### config.mk
export PLATFORM = sky130hd
export DESIGN_NAME = load_store_unit
export DESIGN_NICKNAME = d
export VERILOG_FILES = /design/src/rtl/load_store_unit_pkg.sv /design/src/rtl/load_store_unit_align.sv /design/src/rtl/load_store_unit.sv
export SDC_FILE = /design/constraint.sdc
export NUM_CORES = 1
export LEC_CHECK = 0
export ABC_AREA = 1
export BUFFER_PORTS_ARGS = -buffer_cell sky130_fd_sc_hd__buf_2
export CORE_ASPECT_RATIO = 0.75
export CORE_MARGIN = 2
export CORE_UTILIZATION = 49
export DETAILED_ROUTE_END_ITERATION = 6
export PLACE_DENSITY_LB_ADDON = 0.15
export REMOVE_ABC_BUFFERS = 1
export SYNTH_ARGS = -nofsm -noshare
export SYNTH_HDL_FRONTEND = slang
export SYNTH_SLANG_ARGS = --single-unit
### constraint.sdc
create_clock -name clk -period 4 [get_ports clk]
set_input_delay 0.2 -clock clk [delete_from_list [all_inputs] [get_ports clk]]
set_output_delay 0.2 -clock clk [all_outputs]
set_load 0.03 [all_outputs]
### src/rtl/load_store_unit_pkg.sv
// Shared types for the load/store unit: FSM states, RV32 funct3 size codes,
// bus widths and the misalignment rule.
package load_store_unit_pkg;

  localparam int unsigned ADDR_W  = 32;
  localparam int unsigned DATA_W  = 32;
  localparam int unsigned STRB_W  = DATA_W / 8;
  localparam int unsigned FUNCT_W = 3;
  localparam int unsigned STATE_W = 3;

  typedef enum logic [STATE_W-1:0] {
    ST_IDLE    = 3'd0,
    ST_RD_REQ  = 3'd1,
    ST_RD_RESP = 3'd2,
    ST_WR_REQ  = 3'd3,
    ST_WR_RESP = 3'd4,
    ST_DONE    = 3'd5
  } lsu_state_e;

  typedef enum logic [FUNCT_W-1:0] {
    MF_B  = 3'b000,
    MF_H  = 3'b001,
    MF_W  = 3'b010,
    MF_BU = 3'b100,
    MF_HU = 3'b101
  } mem_funct_e;

  // Word needs addr[1:0]==0, half needs addr[0]==0; bytes are always aligned.
  function automatic logic is_misaligned(input logic [FUNCT_W-1:0] funct,
                                         input logic [1:0]         addr_lo);
    case (funct)
      MF_W:        return addr_lo != 2'b00;
      MF_H, MF_HU: return addr_lo[0];
      default:     return 1'b0;
    endcase
  endfunction

endpackage

### src/rtl/load_store_unit_align.sv
// lsu_align: combinational lane logic for the load/store unit.
// Ports:
//   funct_i    - RV32 funct3 size/sign code
//   addr_lo_i  - byte offset within the word
//   rdata_i    - raw read word from the bus
//   wdata_i    - store source (rs2)
//   load_o     - selected lane, sign/zero extended
//   strobe_o   - byte enables for the store
//   wdata_o    - store data replicated across lanes
module lsu_align
  import load_store_unit_pkg::*;
(
  input  logic [FUNCT_W-1:0] funct_i,
  input  logic [1:0]         addr_lo_i,
  input  logic [DATA_W-1:0]  rdata_i,
  input  logic [DATA_W-1:0]  wdata_i,
  output logic [DATA_W-1:0]  load_o,
  output logic [STRB_W-1:0]  strobe_o,
  output logic [DATA_W-1:0]  wdata_o
);

  logic [7:0]  byte_sel;
  logic [15:0] half_sel;

  assign byte_sel = rdata_i[{addr_lo_i, 3'b000} +: 8];
  assign half_sel = rdata_i[{addr_lo_i[1], 4'b0000} +: 16];

  // Load extraction and extension.
  always_comb begin
    load_o = rdata_i;
    case (funct_i)
      MF_B:    load_o = {{24{byte_sel[7]}}, byte_sel};
      MF_BU:   load_o = {24'h000000, byte_sel};
      MF_H:    load_o = {{16{half_sel[15]}}, half_sel};
      MF_HU:   load_o = {16'h0000, half_sel};
      default: load_o = rdata_i;
    endcase
  end

  // Store strobes and lane replication.
  always_comb begin
    strobe_o = 4'b1111;
    wdata_o  = wdata_i;
    case (funct_i)
      MF_B, MF_BU: begin
        strobe_o = STRB_W'(4'b0001) << addr_lo_i;
        wdata_o  = {4{wdata_i[7:0]}};
      end
      MF_H, MF_HU: begin
        strobe_o = STRB_W'(4'b0011) << {addr_lo_i[1], 1'b0};
        wdata_o  = {2{wdata_i[15:0]}};
      end
      default: begin
        strobe_o = 4'b1111;
        wdata_o  = wdata_i;
      end
    endcase
  end

endmodule

### src/rtl/load_store_unit.sv
// load_store_unit: data-side bus master driven by the control unit's MEM state.
// Ports:
//   clk, rst                       - clock, async active-high reset
//   load_data/store_data           - one-cycle start pulses (store wins)
//   addr, store_din, mem_funct     - access description, sampled on the pulse
//   data_valid, misaligned, bus_err- completion pulse and its status flags
//   load_dout                      - aligned load result, held until next load
//   busy                           - transaction in progress
//   dr_*                           - read request / response channels
//   dw_*                           - write request / response channels
module load_store_unit
  import load_store_unit_pkg::*;
#(
  parameter int unsigned ADDR_WIDTH = 32,
  parameter int unsigned DATA_WIDTH = 32,
  parameter int unsigned STRB_WIDTH = 4
) (
  input  logic                  clk,
  input  logic                  rst,
  input  logic                  load_data,
  input  logic                  store_data,
  input  logic [ADDR_WIDTH-1:0] addr,
  input  logic [DATA_WIDTH-1:0] store_din,
  input  logic [2:0]            mem_funct,
  output logic                  data_valid,
  output logic [DATA_WIDTH-1:0] load_dout,
  output logic                  misaligned,
  output logic                  bus_err,
  output logic                  busy,
  output logic                  dr_addr_valid,
  input  logic                  dr_addr_ready,
  output logic [ADDR_WIDTH-1:0] dr_addr,
  input  logic                  dr_data_valid,
  output logic                  dr_data_ready,
  input  logic [DATA_WIDTH-1:0] dr_data,
  input  logic                  dr_err,
  output logic                  dw_valid,
  input  logic                  dw_ready,
  output logic [ADDR_WIDTH-1:0] dw_addr,
  output logic [DATA_WIDTH-1:0] dw_data,
  output logic [STRB_WIDTH-1:0] dw_strobe,
  input  logic                  dw_resp_valid,
  output logic                  dw_resp_ready,
  input  logic                  dw_err
);

  lsu_state_e state_q, state_d;

  logic [1:0]            addr_lo_q, addr_lo_d;
  logic [FUNCT_W-1:0]    funct_q, funct_d;
  logic                  mis_q, mis_d;
  logic                  err_q, err_d;
  logic [ADDR_WIDTH-1:0] req_addr_q, req_addr_d;
  logic [DATA_WIDTH-1:0] wdata_q, wdata_d;
  logic [STRB_WIDTH-1:0] strobe_q, strobe_d;
  logic [DATA_WIDTH-1:0] load_dout_q, load_dout_d;

  logic data_valid_q, misaligned_q, bus_err_q, busy_q;
  logic dr_addr_valid_q, dr_data_ready_q, dw_valid_q, dw_resp_ready_q;

  logic                  start;
  logic                  start_mis;
  logic [FUNCT_W-1:0]    al_funct;
  logic [1:0]            al_addr_lo;
  logic [DATA_WIDTH-1:0] al_load, al_wdata;
  logic [STRB_WIDTH-1:0] al_strobe;

  assign start     = load_data | store_data;
  assign start_mis = is_misaligned(mem_funct, addr[1:0]);

  // In IDLE the aligner sees the live pulse inputs (store lanes are latched
  // on the pulse); afterwards it sees the captured access for load extraction.
  assign al_funct   = (state_q == ST_IDLE) ? mem_funct : funct_q;
  assign al_addr_lo = (state_q == ST_IDLE) ? addr[1:0] : addr_lo_q;

  lsu_align u_align (
    .funct_i   (al_funct),
    .addr_lo_i (al_addr_lo),
    .rdata_i   (dr_data),
    .wdata_i   (store_din),
    .load_o    (al_load),
    .strobe_o  (al_strobe),
    .wdata_o   (al_wdata)
  );

  // Next-state and capture logic.
  always_comb begin
    state_d     = state_q;
    addr_lo_d   = addr_lo_q;
    funct_d     = funct_q;
    mis_d       = mis_q;
    err_d       = err_q;
    req_addr_d  = req_addr_q;
    wdata_d     = wdata_q;
    strobe_d    = strobe_q;
    load_dout_d = load_dout_q;
    case (state_q)
      ST_IDLE: begin
        if (start) begin
          addr_lo_d  = addr[1:0];
          funct_d    = mem_funct;
          mis_d      = start_mis;
          err_d      = 1'b0;
          req_addr_d = {addr[ADDR_WIDTH-1:2], 2'b00};
          if (store_data) begin
            wdata_d  = al_wdata;
            strobe_d = al_strobe;
            state_d  = start_mis ? ST_DONE : ST_WR_REQ;
          end else begin
            if (start_mis) load_dout_d = '0;
            state_d = start_mis ? ST_DONE : ST_RD_REQ;
          end
        end
      end
      ST_RD_REQ:  if (dr_addr_ready) state_d = ST_RD_RESP;
      ST_RD_RESP: begin
        if (dr_data_valid) begin
          load_dout_d = al_load;
          err_d       = dr_err;
          state_d     = ST_DONE;
        end
      end
      ST_WR_REQ:  if (dw_ready) state_d = ST_WR_RESP;
      ST_WR_RESP: begin
        if (dw_resp_valid) begin
          err_d   = dw_err;
          state_d = ST_DONE;
        end
      end
      ST_DONE:    state_d = ST_IDLE;
      default:    state_d = ST_IDLE;
    endcase
  end

  // State, captured fields and registered outputs (decoded from next state).
  always_ff @(posedge clk or posedge rst) begin
    if (rst) begin
      state_q         <= ST_IDLE;
      addr_lo_q       <= '0;
      funct_q         <= '0;
      mis_q           <= 1'b0;
      err_q           <= 1'b0;
      req_addr_q      <= '0;
      wdata_q         <= '0;
      strobe_q        <= '0;
      load_dout_q     <= '0;
      data_valid_q    <= 1'b0;
      misaligned_q    <= 1'b0;
      bus_err_q       <= 1'b0;
      busy_q          <= 1'b0;
      dr_addr_valid_q <= 1'b0;
      dr_data_ready_q <= 1'b0;
      dw_valid_q      <= 1'b0;
      dw_resp_ready_q <= 1'b0;
    end else begin
      state_q         <= state_d;
      addr_lo_q       <= addr_lo_d;
      funct_q         <= funct_d;
      mis_q           <= mis_d;
      err_q           <= err_d;
      req_addr_q      <= req_addr_d;
      wdata_q         <= wdata_d;
      strobe_q        <= strobe_d;
      load_dout_q     <= load_dout_d;
      data_valid_q    <= (state_d == ST_DONE);
      misaligned_q    <= (state_d == ST_DONE) && mis_d;
      bus_err_q       <= (state_d == ST_DONE) && err_d;
      busy_q          <= (state_d != ST_IDLE);
      dr_addr_valid_q <= (state_d == ST_RD_REQ);
      dr_data_ready_q <= (state_d == ST_RD_RESP);
      dw_valid_q      <= (state_d == ST_WR_REQ);
      dw_resp_ready_q <= (state_d == ST_WR_RESP);
    end
  end

  assign data_valid    = data_valid_q;
  assign misaligned    = misaligned_q;
  assign bus_err       = bus_err_q;
  assign busy          = busy_q;
  assign load_dout     = load_dout_q;
  assign dr_addr_valid = dr_addr_valid_q;
  assign dr_addr       = req_addr_q;
  assign dr_data_ready = dr_data_ready_q;
  assign dw_valid      = dw_valid_q;
  assign dw_addr       = req_addr_q;
  assign dw_data       = wdata_q;
  assign dw_strobe     = strobe_q;
  assign dw_resp_ready = dw_resp_ready_q;

endmodule

# Word-level counts from Yosys, hierarchy flattened
# Index checks and enable logic that the tools add are counted.
# W data, S select, Z words.
# classes
n_addsub	0
n_mul	0
div	0
order_cmp	0
eq_ne	19
shifts	4
mux	26
n_bitwise	1
reduce_logical	13
# op_table
cell	n
$mux W32	4
$pmux W32 S2	2
$pmux W32 S4	1
$shiftx A32 B6 Y16	1
$shiftx A32 B6 Y8	1
$mux W3	9
$eq A3 B3 Y1 const B	6
$eq A3 B2 Y1 const B	5
$pmux W3 S5	1
$eq A3 B1 Y1 const B	4
$ne A2 B2 Y1 const B	4
$pmux W4 S2	1
$logic_not A3 Y1	2
$reduce_or A2 Y1	3
$mux W1	5
$reduce_and A5 Y1	1
$reduce_bool A2 Y1	2
$shl A1 B2 Y4 const A	1
$shl A2 B2 Y4 const A	1
$pmux W1 S3	1
$reduce_and A3 Y1	1
$reduce_bool A3 Y1	1
$logic_and A1 B1 Y1	2
$mux W2	1
other kinds (3)	3
# totals
ff_bits	116
latch_bits	0
mem_bits_rw	0
rom_bits	0
output_inout_bits	140
word_cells	80
memories	0

# Longest topological paths before layout
# logic_depth
depth_word	9
mapped_depth	13
mapped_depth_nobuf	11

# Cells and area by module
# From an unflattened synthesis, not the netlist that was laid out.
# unflattened
hier_cells	794
area_unflattened_um2	6004.5
# modules_own_cells
module	instances	cells_per_inst	area_per_inst_um2	seq_area_each_um2
load_store_unit	1	560	4894.7	2877.8
lsu_align	1	234	1109.8	0.0

# Least setup slack after synthesis
# Ideal clock, no wire load.
# synth_timing
kind	register -> register
startpoint	reg state_q[0]
endpoint	reg load_dout_q[4] (netlist: load_dout[4])
setup_ns	0.117
t_arrival_ns	1.562
required_ns	3.883
setup_slack_ns	2.321
path_stages_with_launch	13
path_buffers	2
period_less_slack_ns	1.679
cell_sequence	dfrtp_1 > nor2_4 > nand2_2 > buf_6 > nand2_2 > nand2_1 > buf_2 > nand2_1 > nand2_1 > o21ai_0 > nand2_1 > nand2_1 > nand2_1
# synth_via
elab_chain_len	6
word_cells_on_any_way	19
cone_classes	8 x eq/ne; 2 x shift; 5 x mux; 4 x reduce/logical
# synth_lines
item	line_no	source
start: declaration	load_store_unit.sv:47	lsu_state_e state_q, state_d;
start signal: assignment	load_store_unit.sv:156	state_q <= state_d;
$logic_not A3 Y1	load_store_unit.sv:73, load_store_unit.sv:74, load_store_unit.sv:97	
$mux W2 or $mux W3 (tied branches)	load_store_unit.sv:74, load_store_unit.sv:73	
$shiftx A32 B6 Y16 (tied with other cells)	load_store_unit_align.sv:26	assign half_sel = rdata_i[{addr_lo_i[1], 4'b0000} +: 16];
$pmux W32 S4	load_store_unit_align.sv:31	case (funct_i)
$mux W32	load_store_unit.sv:117	if (dr_data_valid) begin
$pmux W32 S2	load_store_unit.sv:97	case (state_q)
end signal: assignment	load_store_unit.sv:164	load_dout_q <= load_dout_d;
end: declaration	load_store_unit.sv:56	logic [DATA_WIDTH-1:0] load_dout_q, load_dout_d;
# Several ways; a longest one is shown, not always the timed one. The select of a mux whose other input is x is not followed.
# A chain may end at the register's enable or synchronous reset.

# Worst setup path in the final report
# layout_timing
startpoint	reg state_q[2]
endpoint	reg wdata_q[24] (netlist: dw_data[24])
# layout_via
elab_chain_len	5
word_cells_on_any_way	10
cone_classes	3 x eq/ne; 2 x mux; 5 x reduce/logical
# layout_lines
item	line_no	source
$logic_not A3 Y1 *	load_store_unit.sv:73, load_store_unit.sv:97	
$mux W3	load_store_unit.sv:73	assign al_funct = (state_q == ST_IDLE) ? mem_funct : funct_q;
$eq A3 B1 Y1 (tied with other cells)	load_store_unit_align.sv:44	case (funct_i)
$reduce_or A2 Y1	load_store_unit_align.sv:44	
$pmux W32 S2	load_store_unit_align.sv:44	
end signal: assignment	load_store_unit.sv:162	wdata_q <= wdata_d;
end: declaration	load_store_unit.sv:54	logic [DATA_WIDTH-1:0] wdata_q, wdata_d;
# Every way passes the cells marked *; elsewhere a longest branch is shown, timed or not.

==> results_dict.tcl <==
set metrics [dict create \
    path_clk_slew_ps 60 \
    grt_first_pass_wirelength_um 28200 \
    pin_count 249 \
    syn_to_final_growth_pct 32.5 \
    switching_share_pct 51.3 \
    rsz0062_at_grt "false" \
    required_ps 4290 \
    arrival_ps 2710 \
    avgRoutedWirePerCell_um 13.7 \
    rows 35 \
    drv_cap 0 \
    outcome "complete, no violations" \
    worst-path-max-fanout 16 \
    pwr-share-clk_pct 19.5 \
    antenna_left 0 \
    grt_max_degree 54 \
    synth_warnings 0 \
    drv_slew 0 \
    ys_ff_latch 116 \
    synth.area.top_cells "dfrtp_1 (48%), nand2_1 (22%), inv_1 (6.2%)" \
    drc 0 \
    cts_setup_buffers 0 \
    slew_headroom_pct 42.3 \
    finalSetupViolations 0 \
    peakVddDrop_mv 0.642 \
    ctsResizeCount 0 \
    p_comb_share_pct 54.8 \
    clockBufferDepth 2 \
    grt_usage_pct 26.8 \
    die_y_um 100 \
    yosys.area.top_type "dfrtp_1" \
    clk_latency_ps 410 \
    worst-slew-pin-transition_ps 865 \
    drive_gt1_share_pct 28.0 \
    start_kind "register" \
    insertedDiodeCount 0 \
    post-place-ws_ps 1590 \
    fin_worst_skew_ps 9.13 \
    ys_seq_area_share_pct 47.8 \
    seq_power_share_pct 25.7 \
    fin_crit_sh_pct 60.6 \
    fin_ws_ps 1580 \
    syn_inst 825 \
    drt_iter0_drc 352 \
    hold_path_class "in2reg" \
    grt_antenna_before_repair 0 \
    dieArea_sq_um 13300 \
    syn_area_sq_um 6070 \
    overflow 0 \
    hold_viol 0 \
    avgViaCountPerCell 4.78 \
    yosysUniqueCellTypes 31 \
    via_count 5930 \
    synth_flop_cell "dfrtp_1" \
    dr.pass1.iters 4 \
    cts_root_buf "clkbuf_16" \
    cts_tree "yes" \
    p_switching_mw 4.01 \
    cts_max_level 4 \
    timing.hold.ws_ps 5.69 \
    io_buffers 244 \
    synth.avg_cell_area_sq_um 7.36 \
    wirelength_um 17000 \
    synth_edf_count 0 \
    grt_pass1_vias 5595 \
    synthDominantCellAreaShare_pct 47.8 \
    tns_ps 0 \
    coreArea_sq_um 12200 \
    p_int_mw 3.81 \
    ctsHoldBuffers 29 \
    crit_type "reg2reg" \
    hpwl_um 11500 \
    p_per_area_nw_per_um2 972 \
    power.leakage_nw 4.83 \
    nets 1171 \
    critPathCaptureType "register" \
    cts_made_buffers 17 \
    die_width_um 133 \
    yosysMostFrequentCell "nand2_1" \
    cts_sinks 116 \
    min_period_ps 2420 \
    gp_congestion 0.845 \
    max_freq_mhz 413 \
    yosys-top-cells-count "nand2_1 (351), dfrtp_1 (116), inv_1 (100)" \
    synthArstFlopShare_pct 100 \
    start_util_pct 49.9 \
]
[final cells by class]
cell class	count	area, sq um
clock buffers	21	470
clock inverters	11	128
fillers	1127	4130
inverters	102	385
multi-input cells	544	2380
flip-flops and latches	116	2900
well taps	166	208
repair buffers	281	1570
[cells in the final DEF (no fill, tap or decap), drive strengths merged, types with 2 or more instances in the layout]
cell and instances:
nand2 360, inv 101, nand3b 5, nand3 49
or2 3, conb 4, clkbuf 21, nor2 24
buf 251, dfrtp 116, clkinv 4, a21oi 11
clkinvlp 6, o21ai 65, a2bb2oi 2, o21a 8
nand4 10, bufinv 2, dlygate4sd3 30
[routing by layer]
metal,global-route usage [%],up-vias,wire [um]
met5,0,-,0
met4,6.20,0,170
met3,6.92,17,1230
met2,42.6,216,7870
met1,37.3,2722,7760
li1,-,2975,-
[power by group through the flow]
| stage | sequential, mW | clock, mW | combinational [mW] |
|---|---|---|---|
| after detailed placement | 2.00 | 0 | 4.27 |
| after floorplan | 3.18 | 0 | 1.78 |
| final | 2.01 | 1.52 | 4.29 |
| after global placement | 2.01 | 0 | 4.21 |
| after CTS | 2.00 | 1.54 | 4.29 |
| after global routing | 2.07 | 1.60 | 4.73 |
[registers in the layout, summed over array words and instances, names as in the netlist]
signal         count
load_dout         32
dw_valid           1
dr_addr           30
busy               1
data_valid         1
dw_resp_ready      1
dw_data           32
mis_q              1
misaligned         1
state_q            3
err_q              1
addr_lo_q          2
dw_strobe          4
funct_q            3
dr_addr_valid      1
dr_data_ready      1
bus_err            1
[critical path, stage by stage (launching register included)]
cell	delay, ps
dfrtp_1	420
nor2_4	230
nand2_2	220
nand2_1	160
nand2_4	110
nand2_2	330
clkinv_1	400
nand2_1	180
nand4_1	80
o21ai_0	100
inv_1	60
[kinds of logic after synthesis]
| logic type | share of synthesized area [%] |
|---|---|
| AND/OR/NAND/NOR | 31.3 |
| buffers and inverters | 13.2 |
| flip-flops | 47.8 |
| AO/OA/AOI/OAI | 7.67 |
| other | 0.0618 |
[metrics by stage]
step	power [mW]	instances	instance area [sq um]	util, %
6_report	7.82	1241	8050	66.1
5_1_grt	8.40	1241	8050	66.1
4_1_cts	7.84	1240	8040	66.0
3_5_place_dp	6.27	1179	7150	58.7
3_3_place_gp	6.22	1179	7150	58.7
2_1_floorplan	4.96	762	5660	-
[final timing paths]
kind | start | endpoint | slack, ps | cells after the start
min | addr[19] | dr_addr[19] | 6 | 3
max reg2reg | state_q[2] | dw_data[24] | 1580 | 10
max | state_q[2] | dw_data[24] | 1580 | 10
min in group asynchronous | rst | dr_addr[19] | 410 | 3
min reg2reg | dw_data[1] | dw_data[1] | 460 | 2
max in group asynchronous | rst | load_dout[21] | 2670 | 4
Note: power is estimated with default switching activity, not from simulation.
